--- src/rtl/piso_serializer.sv ---
// Parallel-in serial-out transmitter: accepts a word on a valid/ready handshake and shifts it
// out one bit per clock. Optional even-parity trailer bit enabled by macro PISO_PARITY_EN.
module piso_serializer #(
    parameter int unsigned WIDTH      = 8,
    parameter bit          MSB_FIRST  = 1'b1,
    parameter bit          IDLE_LEVEL = 1'b1
) (
    input  logic             clk,
    input  logic             reset,
    input  logic             load_valid,
    output logic             load_ready,
    input  logic [WIDTH-1:0] load_data,
    output logic             ser_out,
    output logic             ser_en,
    output logic             done
);

    localparam int unsigned CW = $clog2(WIDTH);

    localparam logic [1:0] IDLE   = 2'd0;
    localparam logic [1:0] SHIFT  = 2'd1;
    localparam logic [1:0] PARITY = 2'd2;

    logic [1:0]       state_q, state_d;
    logic [WIDTH-1:0] shreg_q, shreg_d;
    logic [CW-1:0]    cnt_q, cnt_d;
    logic             accept;

    assign accept = load_valid && (state_q == IDLE);

    always_comb begin
        state_d = state_q;
        shreg_d = shreg_q;
        cnt_d   = cnt_q;
        case (state_q)
            IDLE: begin
                if (accept) begin
                    shreg_d = load_data;
                    cnt_d   = CW'(WIDTH - 1);
                    state_d = SHIFT;
                end
            end
            SHIFT: begin
                shreg_d = MSB_FIRST ? (shreg_q << 1) : (shreg_q >> 1);
                if (cnt_q == '0) begin
`ifdef PISO_PARITY_EN
                    state_d = PARITY;
`else
                    state_d = IDLE;
`endif
                end else begin
                    // Counter holds at zero rather than wrapping; only accept reloads it.
                    cnt_d = cnt_q - CW'(1);
                end
            end
`ifdef PISO_PARITY_EN
            PARITY: state_d = IDLE;
`endif
            default: state_d = IDLE;
        endcase
    end

    always_ff @(posedge clk) begin
        if (reset) begin
            state_q <= IDLE;
            shreg_q <= '0;
            cnt_q   <= '0;
        end else begin
            state_q <= state_d;
            shreg_q <= shreg_d;
            cnt_q   <= cnt_d;
        end
    end

`ifdef PISO_PARITY_EN
    logic par_q;

    always_ff @(posedge clk) begin
        if (reset) begin
            par_q <= 1'b0;
        end else if (accept) begin
            par_q <= ^load_data;
        end
    end
`endif

    always_comb begin
        load_ready = (state_q == IDLE);
        ser_en     = 1'b0;
        ser_out    = IDLE_LEVEL;
        done       = 1'b0;
        case (state_q)
            SHIFT: begin
                ser_en  = 1'b1;
                ser_out = MSB_FIRST ? shreg_q[WIDTH-1] : shreg_q[0];
`ifndef PISO_PARITY_EN
                done    = (cnt_q == '0);
`endif
            end
`ifdef PISO_PARITY_EN
            PARITY: begin
                ser_en  = 1'b1;
                ser_out = par_q;
                done    = 1'b1;
            end
`endif
            default: ;
        endcase
    end

endmodule
--- config.mk ---
export PLATFORM = sky130hd
export DESIGN_NAME = piso_serializer
export DESIGN_NICKNAME = d
export VERILOG_FILES = /design/src/rtl/piso_serializer.sv
export SDC_FILE = /design/constraint.sdc
export NUM_CORES = 1
export LEC_CHECK = 0
export CORE_AREA = 2 2 44 46
export CTS_CLUSTER_DIAMETER = 60
export DETAILED_ROUTE_END_ITERATION = 8
export DIE_AREA = 0 0 46 48
export SLEW_MARGIN = 30
export SYNTH_ARGS = -nofsm -noshare
export SYNTH_HDL_FRONTEND = slang
export SYNTH_SLANG_ARGS = --single-unit
--- constraint.sdc ---
create_clock -name clk -period 1.52 [get_ports clk]
set_input_delay 0.304 -clock clk [delete_from_list [all_inputs] [get_ports clk]]
set_output_delay 0.304 -clock clk [all_outputs]
set_load 0.01 [all_outputs]
==> results by group, run 1 <==
Floorplan
  • Rows: 15
  • Chip Width: 46 um
  • Initial core utilization: 0.339
  • Placeable Area: roughly 1700 um2
  • Chip Height: 48 um
  • DIE AREA: 2210 um2
  • Top Ports: 15

Timing
  • Setup repair after global routing missed its margin: false
  • Final setup vio count: 0
  • Period utilisation layout: 0.947
  • Fin crit period: 1440 ps
  • Achievable Freq: between 0.6 and 0.7 GHz
  • Max-slew headroom: 0.883
  • Worst slew pin tran: 175 ps
  • Final number of hold-violating endpoints: 0
  • Final worst slack: about 80 ps
  • Clk_skew: ~0.57 ps
  • Max Transition Viols Final: 0
  • Setup TNS: 0 ps

Routing
  • WL/cell: 11.2 um
  • Final routed DRC violation total: 0
  • Initial drt markers: 4
  • Vias: 554
  • Post-route ant nets: 0
  • WL final: between 1000 and 1500 um
  • Vias per inst: 4.95
  • TritonRoute pass-1 iters: 2

Yosys
  • Syn avg cell area: 8.55 um2
  • Synth Register Bits: 12
  • Syn Nets: 80
  • Synth cell types: 20
  • Mux contribution to synthesized area: 0.155
  • Mapped Cells: 67
  • Syn. warnings: 0
  • Post-synthesis simple-gate area fraction: 0.205
  • Synth Area in XOR/XNOR: 0.0153
  • Share of the synthesized area in compound gates (AO/OA/AOI/OAI): 0.111
  • Register area share after synthesis: 0.419
  • Mapped Area: 573 um2
  • Largest family of logic cells by synthesized area: simple AND/OR/NAND/NOR gates
  • Adder-cell area share of the yosys netlist: 0.0437

Placed design
  • Placed Area: about 810 um2
  • Port buffer count: 14
  • DP Worst Slack: -67.7 ps
  • GP Congestion: 0.687
  • Dpl hpwl: 916 um

Final layout
  • P&R area growth vs syn: 52.0%
  • Commonest non-fill, non-tap cell in the layout: nand2_1
  • Design Area, Final: about 870 um2
  • Fill cells: 171
  • Ant. Diodes: 0
  • Share of cells above drive strength 1: 0.347
  • Final #Nets: about 110
  • Most frequent cells in the layout: nand2_1 (14), buf_4 (13), dfxtp_1 (10), clkdlybuf4s50_1 (10)

GRT
  • Initial antenna violation count: 0
  • Global-route wire length before repair: roughly 1900 um
  • Overall routing resource usage: 0.130
  • Largest net degree at the start of global routing: 16
  • Total gr overflow: 0
  • Vias in the first global route: 457

Critical path
  • Crit path max fanout: 6
  • WS Path Type: flip-flop to output port
  • Critical path arrival: 1140 ps
  • WP data required: 1220 ps
  • Setup crit start kind: flip-flop
  • R2R depth: 4
  • Crit. End Element: output port

Min path
  • Hold crit path type: flip-flop to flip-flop
  • Hold depth: 2

Clocking
  • CTS Hold Bufs: 0
  • CTS sink count: 12
  • Clock transition at the registers of the reported paths: 80 ps
  • CTS Buf Count: 3
  • Clock buffer depth: 2
  • CTS tree: built
  • Clock root cell: clkbuf_4
  • CTS H-tree lvls: 1
  • Clk_lat worst skew: 270 ps

Outcome
  • Outcome: finished, final reports clean

Pwr
  • Max IR drop VDD: between 700 and 800 uV
  • Leak: 0.365 nW
  • PD cells: 974 nW/um2

Job
  • Total of max-cap violations: 0
-- path summary, 6_finish.rpt --
kind | from | end | slack (ps)
worst max-delay path | state_q[0]$_SDFFE_PP0P_ | load_ready | 80
worst min-delay path | shreg_q[5]$_SDFFE_PP0P_ | shreg_q[6]$_SDFFE_PP0P_ | 460
worst max register to register | state_q[0]$_SDFFE_PP0P_ | cnt_q[2]$_SDFFE_PP0P_ | 210
worst min register to register | shreg_q[5]$_SDFFE_PP0P_ | shreg_q[6]$_SDFFE_PP0P_ | 460
-- per-layer routing --
| layer | wire [um] | GRT usage | vias up |
|---|---|---|---|
| met1 | 571 | 0.155 | 250 |
| met2 | 609 | 0.203 | 14 |
| li1 | - | - | 290 |
| met5 | 0 | 0 | - |
| met4 | 0 | 0.0171 | 0 |
| met3 | 68 | 0.0830 | 0 |
-- layout make-up --
type                       instances  area [um2]  share of cell area
tap                               17        21.3              0.0244
sequential                        12         243               0.279
multi-input combinational         48         319               0.366
inverter                           3        11.3              0.0129
clock buffer                       4        36.3              0.0417
timing repair buffer              28         240               0.276
-- critical path, cell delays in order, from the launching register on --
cell and delay, ps:
dfxtp_1 360, inv_2 70, buf_4 160, dlygate4sd2_1 280
-- state kept, by name, indices dropped and copies added, names as in the netlist --
name,count
shreg_q,8
cnt_q,3
state_q,1
-- cells by family after synthesis --
family	after synthesis
compound gates	11
xor+xnor	1
fa+ha+maj	2
buf+inv	7
flops	12
mux	8
simple gates	26
-- synth_stat cells --
cell      instances  area share
nand2b_1          3       0.033
xnor2_1           1       0.015
clkbuf_1          2       0.013
a31oi_1           1       0.011
inv_1             2       0.013
nor2_1            3       0.020
mux2_2            7        0.14
a21oi_1           7       0.061
inv_2             1      0.0065
buf_2             2       0.017
o311a_1           1       0.017
dfxtp_1          12        0.42
ha_1              2       0.044
o21ai_0           1      0.0087
a211oi_1          1       0.013
nand2_1          14       0.092
nand3_1           1      0.0087
or4b_1            1       0.017
mux2i_1           1       0.017
nor3_1            4       0.035
-- timing repair --
item                                    4_1_cts  5_1_grt
hold endpoints to repair                      0        0
buffers inserted                              0        2
pin swaps                                     0        1
endpoints found under the setup margin        4        1
gates resized for setup                       7        8
-- stage by stage --
| stage | utilization | cells | hold slack [ps] | total power (W) |
|---|---|---|---|---|
| 3_3_place_gp | 0.478 | 106 | 449 | 0.000581 |
| 6_report | 0.516 | 112 | 458 | 0.000848 |
| 3_5_place_dp | 0.478 | 106 | 451 | 0.000586 |
| 2_1_floorplan | - | 67 | 383 | 0.000474 |
| 5_1_grt | 0.516 | 112 | 490 | 0.000910 |
| 4_1_cts | 0.500 | 110 | 462 | 0.000843 |
-- power breakdown --
group	internal, W	switching [W]	leakage (nW)
clock network	0.000145	0.000106	0.0210
registers	0.000344	0.0000155	0.0996
logic	0.000140	0.0000970	0.244
total	0.000629	0.000219	0.365
(Power assumes the default switching activity.)
==> inputs of run 2 (changes only) <==
- GPL_TIMING_DRIVEN: not set -> 0
==> results by group, run 2 (synthesis results as in run 1) <==
Pwr
  • P_sw: roughly 0.00022 W
  • Power, Total: 0.000825 W
  • Switching portion of total power: 0.272
  • Leak: around 0.32 nW
  • Combinational share of power: 0.245
  • Max IR drop VDD: around 560 uV
  • PD cells: 1010 nW/um2
  • Flop pwr share: 0.443
  • Clock power frac: 0.312
  • P_int: 0.000600 W

Routing
  • Met2 WL: around 550 um
  • Final routed DRC violation total: 0
  • Wl on met1: 577 um
  • WL/cell: 11.9 um
  • Max Used Layer: met4
  • WL met3: ~80 um
  • TritonRoute pass-1 iters: 3
  • Vias: 516
  • Post-route ant nets: 0
  • Initial drt markers: 5
  • Vias per inst: 5.01
  • WL final: 1230 um

Final layout
  • Top reg by flops: shreg_q
  • Max reg flops: 8
  • Share of cells above drive strength 1: 0.267
  • Ant. Diodes: 0
  • Commonest non-fill, non-tap cell in the layout: nand2_1
  • Multi-input combinational cell area: 332 um2
  • Most frequent cells in the layout: nand2_1 (14), dfxtp_1 (10), clkdlybuf4s50_1 (10)
  • Fill cells: 169
  • Register area: 245 um2
  • Final #Nets: 100
  • Top flop regs: shreg_q: 8 flops, cnt_q: 3 flops, state_q: 1 flops
  • P&R area growth vs syn: 41.9%

GRT
  • Global-route wire length before repair: 1880 um
  • Vias in the first global route: 427
  • Total gr overflow: 0
  • Largest net degree at the start of global routing: 13
  • Overall routing resource usage: 0.129
  • Initial antenna violation count: 0

Critical path
  • Setup crit start kind: flip-flop
  • CP top delay family: flip-flops
  • R2R depth: 4
  • Crit. End Element: output port
  • Worst path cell trace: inv_2 > ha_4 > nand2b_4 > nor2_4 > buf_6
  • CP max stage cell: dfxtp_2
  • Critical path arrival: 1150 ps
  • Slowest Stage Delay on Critical Path: 330 ps
  • Flop-to-flop setup slack: 260 ps
  • WP buf/inv: 2
  • WS Path Type: flip-flop to output port
  • Crit path max fanout: 4
  • WP data required: 1220 ps
  • Crit path depth: 5

Timing
  • Fin crit period: 1450 ps
  • Final setup vio count: 0
  • Achievable Freq: 0.690 GHz
  • Max-slew headroom: 0.673
  • Worst slew pin tran: 491 ps
  • Period utilisation layout: 0.953
  • Max Transition Viols Final: 0
  • Fin Hold WS: 463 ps
  • Clk_skew: 1.09 ps
  • Final number of hold-violating endpoints: 0
  • Setup TNS: 0 ps

Clocking
  • Clock transition at the registers of the reported paths: 70 ps
  • CTS H-tree lvls: 1
  • Clock root cell: clkbuf_4
  • CTS tree: built
  • Clk_lat worst skew: around 280 ps
  • CTS sink count: 12
  • Clock buffer depth: 2
  • CTS Buf Count: 3

Floorplan
  • Chip Height: 48 um
  • Initial core utilization: 0.339
  • Placeable Area: ~1700 um2
  • DIE AREA: 2210 um2
  • Chip Width: around 46 um
  • Top Ports: 15
  • Rows: 15

Outcome
  • Outcome: finished, final reports clean

Placed design
  • GP Congestion: 0.717
  • Dpl hpwl: 831 um
  • Port buffer count: 14

Min path
  • Hold crit path type: flip-flop to flip-flop
  • Hold depth: 2

Job
  • Total of max-cap violations: 0
## run 2: power groups by stage
stage	logic [W]	clock network (W)	registers [W]
6_report	0.000202	0.000257	0.000366
5_1_grt	0.000226	0.000288	0.000370
3_5_place_dp	0.000175	0	0.000370
2_1_floorplan	0.000108	0	0.000366
4_1_cts	0.000185	0.000270	0.000365
3_3_place_gp	0.000174	0	0.000369
## run 2: through the flow
| step | instances | area [um2] | worst slack, ps | util |
|---|---|---|---|---|
| after global placement | 98 | 734 | -227 | 0.435 |
| final | 103 | 813 | 71.0 | 0.481 |
| after detailed placement | 98 | 734 | -247 | 0.435 |
| after CTS | 101 | 788 | 11.6 | 0.467 |
| after global routing | 103 | 813 | -1.16 | 0.481 |
| after floorplan | 67 | 573 | 288 | - |
## run 2: tightest hold or removal path, cell delays in order (launching register included)
cell	delay (ps)
dfxtp_1	310
nand2_1	60
a21oi_1	50
## run 2: layout make-up
cell class / instances / area share
plain buffers: 3 / 0.0154
clock buffers: 4 / 0.0446
inverters: 3 / 0.0169
multi-input cells: 48 / 0.408
flip-flops and latches: 12 / 0.302
well taps: 17 / 0.0262
repair buffers: 16 / 0.188
## run 2: path summary, 6_finish.rpt
path | start | endpoint
max | cnt_q[0]$_SDFFE_PP0P_ | done
min | shreg_q[2]$_SDFFE_PP0P_ | shreg_q[3]$_SDFFE_PP0P_
max reg2reg | cnt_q[1]$_SDFFE_PP0P_ | cnt_q[2]$_SDFFE_PP0P_
min reg2reg | shreg_q[2]$_SDFFE_PP0P_ | shreg_q[3]$_SDFFE_PP0P_
## run 2: timing repair
item / CTS / global route
hold buffers: 0 / 0
resized for setup: 16 / 3
pin swaps: 1 / 2
endpoints found under the setup margin: 4 / 1
buffers inserted: 0 / 2
## run 2: routing by layer
metal | vias to the layer above | track usage
met3 | 3 | 0.0792
met5 | - | 0
met4 | 0 | 0.0514
li1 | 267 | -
met2 | 13 | 0.194
met1 | 233 | 0.146
